File: config.mk
export PLATFORM = sky130hd
export DESIGN_NAME = mc_maindec
export DESIGN_NICKNAME = d
export VERILOG_FILES = /design/src/rtl/mc_maindec.sv
export SDC_FILE = /design/constraint.sdc
export NUM_CORES = 1
export LEC_CHECK = 0
export CAP_MARGIN = 30
export CORE_MARGIN = 2
export CORE_UTILIZATION = 49
export DETAILED_ROUTE_END_ITERATION = 6
export PLACE_DENSITY = 0.87
export REMOVE_ABC_BUFFERS = 1
export SLEW_MARGIN = 5
export SYNTH_ARGS = -nofsm -noshare
export SYNTH_HDL_FRONTEND = slang
export SYNTH_SLANG_ARGS = --single-unit
File: constraint.sdc
create_clock -name clk -period 3.3 [get_ports clk]
set_input_delay 0.66 -clock clk [delete_from_list [all_inputs] [get_ports clk]]
set_output_delay 0.66 -clock clk [all_outputs]
set_load 0.02 [all_outputs]
File: src/rtl/mc_maindec.sv
// rtl/mc_maindec.sv - multicycle MIPS main-control FSM
//
// Sequences fetch/decode/execute/memory/writeback and issues datapath
// enables plus the 3-bit aluop for the downstream ALU decoder.
// Build option: define BNE_SUPPORT_EN to accept bne; otherwise bne is an
// illegal opcode and branchne is tied low.
//
// Ports:
//   clk, reset (async, active-low), op[5:0] (IR opcode), mem_ready
//   memwrite, irwrite, pcwrite, branch, branchne, iord, regdst, memtoreg,
//   regwrite, alusrca, alusrcb[1:0], pcsrc[1:0], aluop[2:0], immzext,
//   fault[1:0] (sticky: 01 illegal opcode, 10 memory timeout)
// Parameter: MEM_TIMEOUT - wait cycles per memory access before fault (0 = none)

module mc_maindec #(
    parameter int MEM_TIMEOUT = 15
) (
    input  logic       clk,
    input  logic       reset,
    input  logic [5:0] op,
    input  logic       mem_ready,
    output logic       memwrite,
    output logic       irwrite,
    output logic       pcwrite,
    output logic       branch,
    output logic       branchne,
    output logic       iord,
    output logic       regdst,
    output logic       memtoreg,
    output logic       regwrite,
    output logic       alusrca,
    output logic [1:0] alusrcb,
    output logic [1:0] pcsrc,
    output logic [2:0] aluop,
    output logic       immzext,
    output logic [1:0] fault
);

    typedef enum logic [3:0] {
        S_FETCH, S_DECODE, S_MEMADR, S_MEMRD, S_MEMWB, S_MEMWR, S_EXECUTE,
        S_ALUWB, S_BRANCH, S_IMMEX, S_IMMWB, S_JUMP, S_HALT
    } state_t;

    localparam logic [5:0] OP_R    = 6'b000000;
    localparam logic [5:0] OP_J    = 6'b000010;
    localparam logic [5:0] OP_BEQ  = 6'b000100;
    localparam logic [5:0] OP_BNE  = 6'b000101;
    localparam logic [5:0] OP_ADDI = 6'b001000;
    localparam logic [5:0] OP_SLTI = 6'b001010;
    localparam logic [5:0] OP_ANDI = 6'b001100;
    localparam logic [5:0] OP_ORI  = 6'b001101;
    localparam logic [5:0] OP_LW   = 6'b100011;
    localparam logic [5:0] OP_SW   = 6'b101011;

`ifdef BNE_SUPPORT_EN
    localparam bit BNE_EN = 1'b1;
`else
    localparam bit BNE_EN = 1'b0;
`endif

    localparam int CW = (MEM_TIMEOUT > 1) ? $clog2(MEM_TIMEOUT + 1) : 1;

    state_t        state_q, state_d;
    logic [CW-1:0] wait_q, wait_d;
    logic [1:0]    fault_q, fault_d;
    logic          in_wait;
    logic          timeout;
    logic [2:0]    imm_aluop;
    logic          imm_zext;

    // The timeout fires in the cycle that would bring the count to the limit,
    // so MEM_TIMEOUT waiting cycles are allowed before the HALT transition.
    always_comb begin
        in_wait = (state_q == S_FETCH) || (state_q == S_MEMRD) || (state_q == S_MEMWR);
        timeout = in_wait && !mem_ready && (MEM_TIMEOUT != 0)
                  && ((int'(wait_q) + 1) >= MEM_TIMEOUT);
    end

    // The IR holds the opcode from DECODE to the next FETCH, so IMMWB can
    // re-derive the same aluop/immzext as IMMEX straight from op.
    always_comb begin
        imm_aluop = 3'b000;
        imm_zext  = 1'b0;
        case (op)
            OP_ANDI: begin imm_aluop = 3'b011; imm_zext = 1'b1; end
            OP_ORI:  begin imm_aluop = 3'b100; imm_zext = 1'b1; end
            OP_SLTI: imm_aluop = 3'b101;
            default: imm_aluop = 3'b000;
        endcase
    end

    always_comb begin
        state_d = state_q;
        fault_d = fault_q;
        wait_d  = '0;
        case (state_q)
            S_FETCH: begin
                if (mem_ready)    state_d = S_DECODE;
                else if (timeout) begin state_d = S_HALT; fault_d = 2'b10; end
            end
            S_DECODE: begin
                case (op)
                    OP_LW, OP_SW:                      state_d = S_MEMADR;
                    OP_R:                              state_d = S_EXECUTE;
                    OP_BEQ:                            state_d = S_BRANCH;
                    OP_J:                              state_d = S_JUMP;
                    OP_ADDI, OP_ANDI, OP_ORI, OP_SLTI: state_d = S_IMMEX;
                    OP_BNE: begin
                        if (BNE_EN) state_d = S_BRANCH;
                        else begin state_d = S_HALT; fault_d = 2'b01; end
                    end
                    default: begin state_d = S_HALT; fault_d = 2'b01; end
                endcase
            end
            S_MEMADR:  state_d = (op == OP_LW) ? S_MEMRD : S_MEMWR;
            S_MEMRD: begin
                if (mem_ready)    state_d = S_MEMWB;
                else if (timeout) begin state_d = S_HALT; fault_d = 2'b10; end
            end
            S_MEMWR: begin
                if (mem_ready)    state_d = S_FETCH;
                else if (timeout) begin state_d = S_HALT; fault_d = 2'b10; end
            end
            S_MEMWB, S_ALUWB, S_BRANCH, S_IMMWB, S_JUMP: state_d = S_FETCH;
            S_EXECUTE: state_d = S_ALUWB;
            S_IMMEX:   state_d = S_IMMWB;
            S_HALT:    state_d = S_HALT;
            default:   state_d = S_FETCH;
        endcase
        // Counting only while staying in a wait state makes every entry and
        // every mem_ready cycle restart the count from zero.
        if (in_wait && !mem_ready && (state_d == state_q) && (int'(wait_q) < MEM_TIMEOUT))
            wait_d = wait_q + 1'b1;
    end

    always_ff @(posedge clk or negedge reset) begin
        if (!reset) begin
            state_q <= S_FETCH;
            wait_q  <= '0;
            fault_q <= 2'b00;
        end else begin
            state_q <= state_d;
            wait_q  <= wait_d;
            fault_q <= fault_d;
        end
    end

    always_comb begin
        memwrite = 1'b0; irwrite  = 1'b0; pcwrite  = 1'b0; branch   = 1'b0;
        branchne = 1'b0; iord     = 1'b0; regdst   = 1'b0; memtoreg = 1'b0;
        regwrite = 1'b0; alusrca  = 1'b0; alusrcb  = 2'b00; pcsrc   = 2'b00;
        aluop    = 3'b000; immzext = 1'b0;
        case (state_q)
            S_FETCH: begin
                alusrcb = 2'b01;
                irwrite = mem_ready;
                pcwrite = mem_ready;
            end
            S_DECODE:  alusrcb = 2'b11;
            S_MEMADR:  begin alusrca = 1'b1; alusrcb = 2'b10; end
            S_MEMRD:   iord = 1'b1;
            S_MEMWB:   begin memtoreg = 1'b1; regwrite = 1'b1; end
            S_MEMWR:   begin iord = 1'b1; memwrite = !timeout; end
            S_EXECUTE: begin alusrca = 1'b1; aluop = 3'b010; end
            S_ALUWB:   begin regdst = 1'b1; regwrite = 1'b1; end
            S_BRANCH: begin
                alusrca  = 1'b1;
                aluop    = 3'b001;
                pcsrc    = 2'b01;
                branch   = (op == OP_BEQ);
                branchne = BNE_EN && (op == OP_BNE);
            end
            S_IMMEX: begin
                alusrca = 1'b1;
                alusrcb = 2'b10;
                aluop   = imm_aluop;
                immzext = imm_zext;
            end
            S_IMMWB: begin
                regwrite = 1'b1;
                aluop    = imm_aluop;
                immzext  = imm_zext;
            end
            S_JUMP:  begin pcsrc = 2'b10; pcwrite = 1'b1; end
            default: ;
        endcase
        fault = fault_q;
    end

endmodule

## Word level (Yosys, flattened, before mapping)

Cells that the tools add are included.

| word-level totals | value |
|---|---|
| register bits | 10 |
| bits of input ports | 9 |
| output and inout bits | 20 |
| word-level logic and storage cells | 80 |

| operators by class | value |
|---|---|
| $add $sub $neg | 2 |
| order comparisons | 2 |
| eq/ne operators | 24 |
| muxes and demuxes | 27 |
| reductions and logical operators | 22 |

Operator list:

| kind | number |
|---|---|
| $pmux 4 s8 | 1 |
| $eq 6x4->1 const B | 4 |
| $eq 4x4->1 const B | 5 |
| $mux 4 | 5 |
| $pmux 4 s5 | 1 |
| $pmux 3 s3 | 2 |
| $eq 4x3->1 const B | 4 |
| $eq 6x6->1 const B | 2 |
| $mux 1 | 10 |
| $reduce_or 2->1 | 5 |
| $reduce_or 9->1 | 1 |
| $eq 4x2->1 const B | 2 |
| $pmux 2 s2 | 2 |
| $reduce_or 4->1 | 2 |
| $eq 6x2->1 const B | 1 |
| $eq 6x3->1 const B | 1 |
| $logic_not 6->1 | 1 |
| $mux 2 | 3 |
| $pmux 2 s3 | 1 |
| $reduce_or 3->1 | 2 |
| $add 4x1->5 const B | 1 |
| $ge 5x4->1 const B | 1 |
| $add 4x1->4 const B | 1 |
| $eq 4x1->1 const B | 1 |
| 12 further kinds | 18 |

## Depth between registers and ports, before layout

Gate-level depths: netlist of run 1.

| depth | value |
|---|---|
| depth after elaboration | 12 |
| gate-level depth with buffers | 7 |
| mapped depth without buffers | 7 |

## Worst setup path after synthesis of run 1

OpenSTA, ideal clock, no wires.

| timing | value |
|---|---|
| path kind | register to output |
| start point | register wait_q[0] |
| end point | output port memwrite |
| arrival | 1.944 ns |
| data required time | 2.640 ns |
| path slack | 0.696 ns |
| cell stages (with the launch flop) | 8 |
| path buffers | 0 |
| path through | dfrtp_1 > inv_1 > ha_1 > nor2_1 > o311a_1 > a311oi_2 > nor2b_2 > nor3_1 |

| on the way | value |
|---|---|
| longest elaborated chain between the ends | 5 |

RTL lines:

| element | line | RTL |
|---|---|---|
| from (decl) | 64 | `logic [CW-1:0] wait_q, wait_d;` |
| from (signal assigned) | 143 | `wait_q <= wait_d;` |
| $add 4x1->5 | 76 | `&& ((int'(wait_q) + 1) >= MEM_TIMEOUT);` |
| $ge 5x4->1 | 76 |  |
| $logic_and 1x1->1 | 76 |  |
| $logic_not 1->1 | 163 | `S_MEMWR: begin iord = 1'b1; memwrite = !timeout; end` |
| $mux 1 | 153 | `case (state_q)` |
| to (decl) | 22 | `output logic memwrite,` |

Every way passes these cells.

## Worst setup path after layout of run 1

| timing | value |
|---|---|
| start point | register state_q[2] |
| end point | output port branch |

| on the way | value |
|---|---|
| longest elaborated chain between the ends | 2 |

RTL lines:

| element | line | RTL |
|---|---|---|
| from (decl) | 63 | `state_t state_q, state_d;` |
| from (signal assigned) | 142 | `state_q <= state_d;` |
| $eq 4x4->1 | 153 |  |
| $mux 1 | 153 |  |
| to (decl) | 25 | `output logic branch,` |

Every way passes these cells.

==> implementation parameters, run 1 <==
Parameter                              Value

Floorplanning
  Die boundary height    46.9 µm
  Core ar.    1730 µm²
  Std-Cell Rows    15
  Die Span X    46.9 µm
  Number of top-level pins    29
  Initial Util    0.522
  Floorplan die area    2200 µm²

Finish
  NumNets Final    161
  Synthesis-to-finish area growth    33.8%
  Fill count    157
  Post-route core utilization    0.699
  Total non-filler cell area in the finished layout    1210 µm²
  Layout cells sized above 1    0.0872
  Antenna cells    0

Synth
  Async set-or-reset flop fraction in the synthesized netlist    1.00
  Cell types with the largest area share after synthesis    sky130_fd_sc_hd__dfrtp_1 28%, sky130_fd_sc_hd__nor2_1 6.2%, sky130_fd_sc_hd__nor3_1 5.5%, sky130_fd_sc_hd__a21oi_1 4.4%, sky130_fd_sc_hd__nand2_1 4.2%
  Share of synthesized cell area in and, or, nand and nor gates    0.331
  Area share of xor/xnor cells in the synthesized design    0.0388
  Number of enable-type register cells in the synthesized netlist    0
  Area fraction of the dominant cell type after synthesis    0.277
  Count of different cell masters after synthesis    40
  Synthesized-area fraction occupied by ao, oa, aoi and oai cells    0.225
  Synthesized netlist cell count    124
  Top FF cell, synth    sky130_fd_sc_hd__dfrtp_1
  Main combinational cell family by area after synthesis    simple AND/OR/NAND/NOR gates
  Post-Syn Area    902 µm²
  Average footprint of a synthesized cell    7.28 µm²
  Commonest cells in the netlist    15 x sky130_fd_sc_hd__nor2_1, 10 x sky130_fd_sc_hd__dfrtp_1, 10 x sky130_fd_sc_hd__nand2_1, 10 x sky130_fd_sc_hd__nor3_1
  Dominant cell by count in the synthesized netlist    sky130_fd_sc_hd__nor2_1
  Post-synthesis sequential area ratio    0.277
  Post-synthesis share of cell area spent on full adders, half adders and majority gates    0.0277
  Multiplexer area fraction after synthesis    0
  Yosys top cell by area    sky130_fd_sc_hd__dfrtp_1
  Flip-flop and latch count after synthesis    10
  Count of synthesis-stage warnings from yosys    0

Clock network
  CTS sink count    10
  Clk Latency, worst-skew pair    0.26 ns
  Clock tree from TritonCTS    yes
  H-Tree Level Count    1
  Maximum count of clock buffers along a single path    2
  Clk pin slew, worst setup/hold paths    0.06 ns
  Number of buffers inserted during clock tree synthesis    3
  Master cell of the clock root buffer    sky130_fd_sc_hd__clkbuf_4
  Count of hold-fix buffers inserted at cts    0

Detailed routing
  Total iterations of the first detailed-routing run    4
  Routed wire length    2320 µm
  Routed via count    994
  Remaining number of nets flagged by the antenna check after routing    0
  DRC viols    0
  Detailed router's first-iteration violation count    49
  Per-cell routed wire length    13.4 µm
  Ratio of routed vias to standard cells    5.71

STA
  Top achievable clock speed    313 MHz
  Final Max Slew Viols    0
  Summed negative setup slack over all endpoints    0 ns
  Ratio of final minimum period to clock period    0.968
  Crit path time final    3.19 ns
  Setup repair after global routing missed its margin    no
  Final setup violating endpoints    0
  Fin Clk Skew    0.00484 ns
  Final Hold Viols    0
  Max_slew headroom    0.664
  Worst-margin pin slew    0.504 ns
  Worst hold margin    0.501 ns

Critical path
  Slack of the worst reg-to-reg path    1.31 ns
  Data arrival time of the critical path    2.53 ns
  Number of cells on the worst reg-to-reg path    7
  Critical register-to-register path startpoint    wait_q[0]
  Critical setup path kind    reg -> out
  Launching instance or port of the critical path    state_q[2]
  Startpoint types    flop
  RR Endpoint    state_q[3]
  Type of element capturing the critical path    primary output
  Required @ worst endpoint    2.64 ns
  Largest driver fanout on the critical path    12
  Worst setup path endpoint    branch

Global routing
  Via count of the first global-routing pass    856
  Maximum number of pins on one net before global-route repair    17
  Wire length of the first global-routing pass    3700 µm
  Number of antenna violations at the first check in global routing    0
  Global-route usage over all layers    0.229
  GRT overflow    0

Placement
  GP Congestion    0.824
  Count of input and output buffers    27
  Placed wire-length estimate after detailed placement    1780 µm
  Placed inst area    1170 µm²

Hold path
  Class of the tightest hold or removal check    reg -> reg

Power and ir drop
  P per Cell Area    694 nW/µm²
  P_leak    0.000523 µW
  Highest ir drop seen on vdd    450 µV

Run status
  Run status    complete, no violations

Flow run
  Count of max-cap constraint violations    0
-- power breakdown --
group          switching (µW)  internal [µW]  leakage, µW
Clock                    38.7           66.8    0.0000210
Sequential               83.7            151     0.000130
Combinational             267            230     0.000372
-- metal layers --
metal  track usage  vias up  routed length (µm)
li1              -      489                   -
met1         0.336      457                1030
met2         0.353       48                1130
met3        0.0538        0                 166
met4        0.0278        0                   0
met5             0        -                   0
-- worst min path at each step --
| stage | start | end | depth (start not counted) |
|---|---|---|---|
| 6_report | fault[1] | fault[1] | 1 |
| 4_1_cts | fault[1] | fault[1] | 1 |
| 3_3_place_gp | fault[1] | fault[1] | 1 |
| 2_1_floorplan | reset | fault[0] | 0 |
| 5_1_grt | fault[1] | fault[1] | 1 |
| 3_5_place_dp | fault[1] | fault[1] | 1 |
-- repair_timing --
item / 4_1_cts / 5_1_grt
setup buffers: 0 / 0
resized for setup: 1 / 1
pin swaps: 0 / 0
setup endpoints to repair: 1 / 1
-- flip-flops by register name (all words and copies together) (netlist names) --
register	count
state_q	4
wait_q	4
fault	2
-- cell families after synthesis --
kind of cell | Yosys count
other | 1
XOR/XNOR | 4
AO/OA/AOI/OAI | 30
adder cells (fa/ha/maj) | 2
AND/OR/NAND/NOR | 60
flip-flops | 10
buffers and inverters | 17
-- final cells by class --
type                            instances  area [µm²]  share of cell area
Clock buffer                            4        36.3              0.0301
Inverter                                8        30.0              0.0249
Multi-Input combinational cell         97         566               0.468
Sequential cell                        10         250               0.207
Tap cell                               25        31.3              0.0259
Timing Repair Buffer                   30         294               0.244
-- cell usage in the layout, fill, tap and decap left out, types with 2 or more instances in the layout --
cell                              count
sky130_fd_sc_hd__nand2b_1             4
sky130_fd_sc_hd__inv_1                8
sky130_fd_sc_hd__o22ai_1              5
sky130_fd_sc_hd__o211ai_1             2
sky130_fd_sc_hd__nor2_1              15
sky130_fd_sc_hd__nor4_1               3
sky130_fd_sc_hd__xnor2_1              2
sky130_fd_sc_hd__nand3_1              5
sky130_fd_sc_hd__nand2_1             10
sky130_fd_sc_hd__dfrtp_1             10
sky130_fd_sc_hd__nor3_1              10
sky130_fd_sc_hd__a21oi_1              8
sky130_fd_sc_hd__xor2_1               2
sky130_fd_sc_hd__ha_1                 2
sky130_fd_sc_hd__clkdlybuf4s50_1     25
sky130_fd_sc_hd__o21ai_0              4
sky130_fd_sc_hd__buf_4                3
sky130_fd_sc_hd__or2_2                3
sky130_fd_sc_hd__nor2b_1              3
sky130_fd_sc_hd__clkbuf_4             3
-- worst max-delay path, cell delays in order (launching register included) --
cell and delay (ns):
sky130_fd_sc_hd__dfrtp_1 0.51, sky130_fd_sc_hd__inv_1 0.18, sky130_fd_sc_hd__nand2_1 0.15, sky130_fd_sc_hd__or3_1 0.39, sky130_fd_sc_hd__nor4_1 0.36, sky130_fd_sc_hd__clkdlybuf4s50_1 0.69
-- metrics by stage --
step	total power (µW)	cells	setup WS [ns]
after CTS	841	174	0.0825
after floorplan	527	115	0.696
final	838	174	0.107
after detailed placement	734	170	0.0786
after global placement	712	170	0.134
after global routing	900	174	0.0263
Note: power is estimated with default switching activity, not from simulation.
==> run 2, diff against run 1 <==
CORE_UTILIZATION = 51   (was 49)
CTS_BUF_LIST = sky130_fd_sc_hd__clkbuf_2 sky130_fd_sc_hd__clkbuf_4 sky130_fd_sc_hd__clkbuf_8   (was default)
clock period = 3.71 ns   (was 3.3 ns; I/O delays follow)
==> implementation parameters, run 2 (same netlist as run 1, synthesis figures left out) <==
Parameter                              Value

Floorplanning
  Floorplan die area    2120 µm² (was 2200 µm²)
  Std-Cell Rows    15 (unchanged)
  Core ar.    1690 µm² (was 1730 µm²)
  Die boundary height    46.1 µm (was 46.9 µm)
  Initial Util    0.534 (was 0.522)
  Number of top-level pins    29 (unchanged)
  Die Span X    46.1 µm (was 46.9 µm)

Finish
  Leading cell types in the layout, fill and taps excluded    27 x sky130_fd_sc_hd__clkdlybuf4s50_1, 15 x sky130_fd_sc_hd__nor2_1, 10 x sky130_fd_sc_hd__nor3_1, 10 x sky130_fd_sc_hd__nand2_1, 10 x sky130_fd_sc_hd__dfrtp_1 (was 25 x sky130_fd_sc_hd__clkdlybuf4s50_1, 15 x sky130_fd_sc_hd__nor2_1, 10 x sky130_fd_sc_hd__nor3_1, 10 x sky130_fd_sc_hd__nand2_1, 10 x sky130_fd_sc_hd__dfrtp_1)
  Antenna cells    0 (unchanged)
  Layout cells sized above 1    0.0685 (was 0.0872)
  Commonest non-fill, non-tap cell in the layout    sky130_fd_sc_hd__clkdlybuf4s50_1 (unchanged)
  Synthesis-to-finish area growth    30.1% (was 33.8%)
  NumNets Final    158 (was 161)
  Fill count    142 (was 157)

Power and ir drop
  P_leak    0.000487 µW (was 0.000523 µW)
  Highest ir drop seen on vdd    328 µV (was 450 µV)
  P per Cell Area    637 nW/µm² (was 694 nW/µm²)

STA
  Worst hold margin    0.507 ns (was 0.501 ns)
  Final Hold Viols    0 (unchanged)
  Final setup violating endpoints    0 (unchanged)
  Top achievable clock speed    285 MHz
  Setup repair after global routing missed its margin    no (unchanged)
  Summed negative setup slack over all endpoints    0 ns (unchanged)
  Final Max Slew Viols    0 (unchanged)
  Ratio of final minimum period to clock period    0.947
  Crit path time final    3.51 ns
  Fin Clk Skew    0.00529 ns (was 0.00484 ns)

Global routing
  Wire length of the first global-routing pass    3640 µm (was 3700 µm)
  Global-route usage over all layers    0.230 (was 0.229)
  Number of antenna violations at the first check in global routing    0 (unchanged)
  GRT overflow    0 (unchanged)
  Via count of the first global-routing pass    934 (was 856)
  Maximum number of pins on one net before global-route repair    17 (unchanged)

Detailed routing
  Routed via count    985 (was 994)
  Detailed router's first-iteration violation count    37 (was 49)
  Total iterations of the first detailed-routing run    4 (unchanged)
  DRC viols    0 (unchanged)
  Remaining number of nets flagged by the antenna check after routing    0 (unchanged)
  Ratio of routed vias to standard cells    6.04 (was 5.71)
  Per-cell routed wire length    13.9 µm (was 13.4 µm)
  Routed wire length    2270 µm (was 2320 µm)

Critical path
  Critical setup path kind    in -> out (was reg -> out)
  Crit-path most repeated cell    sky130_fd_sc_hd__clkdlybuf4s50_1
  Slack of the worst reg-to-reg path    1.73 ns (was 1.31 ns)
  Number of cells on the worst reg-to-reg path    7 (unchanged)
  Largest driver fanout on the critical path    7 (was 12)
  RR Endpoint    state_q[2] (was state_q[3])
  Sequence of cells on the critical path    clkdlybuf4s50_1 -> or2_2 -> nor2_1 -> nand3_1 -> o31ai_1 -> clkdlybuf4s50_1 (was inv_1 -> nand2_1 -> or3_1 -> nor4_1 -> clkdlybuf4s50_1)
  Biggest cell delay along the critical path    0.64 ns (was 0.69 ns)
  Type of element capturing the critical path    primary output (unchanged)
  Data arrival time of the critical path    2.77 ns (was 2.53 ns)
  Slowest cell on the critical path    sky130_fd_sc_hd__clkdlybuf4s50_1 (unchanged)
  Required @ worst endpoint    2.97 ns (was 2.64 ns)
  Startpoint types    input pin (was flop)
  Critical register-to-register path startpoint    wait_q[0] (unchanged)

Flow run
  Count of max-cap constraint violations    0 (unchanged)

Placement
  Placed wire-length estimate after detailed placement    1750 µm (was 1780 µm)
  GP Congestion    0.808 (was 0.824)
  Count of input and output buffers    27 (unchanged)

Hold path
  Worst hold path depth    1 (unchanged)
  Hold Path Sink    fault[1] (unchanged)
  Worst Hold Launch    fault[1] (unchanged)
  Class of the tightest hold or removal check    reg -> reg (unchanged)

Clock network
  CTS sink count    10 (unchanged)
  Clk pin slew, worst setup/hold paths    0.07 ns (was 0.06 ns)
  Clock tree from TritonCTS    yes (unchanged)
  Count of hold-fix buffers inserted at cts    0 (unchanged)
  Count of buffers added by post-CTS timing repair for setup    0 (unchanged)
  H-Tree Level Count    1 (unchanged)
  Clk Latency, worst-skew pair    0.27 ns (was 0.26 ns)
  Master cell of the clock root buffer    sky130_fd_sc_hd__clkbuf_4 (unchanged)
  Post-cts sizing count    0 (was 1)
  Maximum count of clock buffers along a single path    2 (unchanged)
  Number of buffers inserted during clock tree synthesis    3 (unchanged)

Run status
  Run status    complete, no violations (unchanged)
==> run 2: cell count changes in the layout (fill, tap and decap cells not counted) <==
cell	delta
sky130_fd_sc_hd__dlymetal6s2s_1	-1
sky130_fd_sc_hd__clkdlybuf4s50_1	+2
sky130_fd_sc_hd__buf_4	-3
sky130_fd_sc_hd__dlygate4sd2_1	-1
==> run 2: metrics by stage <==
stage               cell area [µm²]  setup slack [ns]  total power, µW  instances   util
floorplan                       846              1.02              468        115      -
global placement               1140             0.249              634        159  0.673
detailed placement             1140             0.199              648        159  0.673
CTS                            1170             0.199              747        163  0.695
global route                   1170            0.0651              800        163  0.695
finish                         1170             0.196              747        163  0.695
==> run 2: cell type report <==
cell class / instances / area [µm²] / share of cell area
inverters: 8 / 30.0 / 0.0256
flip-flops and latches: 10 / 250 / 0.213
clock buffers: 4 / 36.3 / 0.0309
well taps: 17 / 21.3 / 0.0181
repair buffers: 27 / 270 / 0.230
multi-input cells: 97 / 566 / 0.482
==> run 2: how the worst max path moves through the flow <==
stage               startpoint  endpoint  slack [ns]  depth (start not counted)
global placement         op[5]  aluop[0]        0.25                          6
detailed placement       op[5]  aluop[0]        0.20                          6
global route         wait_q[0]  memwrite        0.07                          8
CTS                      op[5]  aluop[0]        0.20                          6
finish                   op[5]  aluop[0]        0.20                          6
floorplan            wait_q[0]  memwrite        1.02                          7
==> run 2: critical path: cells and delay by family <==
family | cells | cell delay [ns]
AO/OA/AOI/OAI | 1 | 0.27
buffers and inverters | 2 | 1.16
AND/OR/NAND/NOR | 3 | 0.60
==> run 2: where the power goes <==
group	internal (µW)	total, µW	leakage [µW]	switching, µW
Sequential	134	207	0.000130	72.5
Combinational	205	442	0.000336	236
Clock	59.6	98.8	0.0000210	39.2
Total	399	747	0.000487	348
==> run 2: layer usage <==
layer  vias up  GRT usage  share of wire
met2        34      0.450           0.57
met1       467      0.243           0.38
met4         0     0.0629         0.0044
met5         -          0              0
li1        482          -              -
met3         2     0.0431          0.041
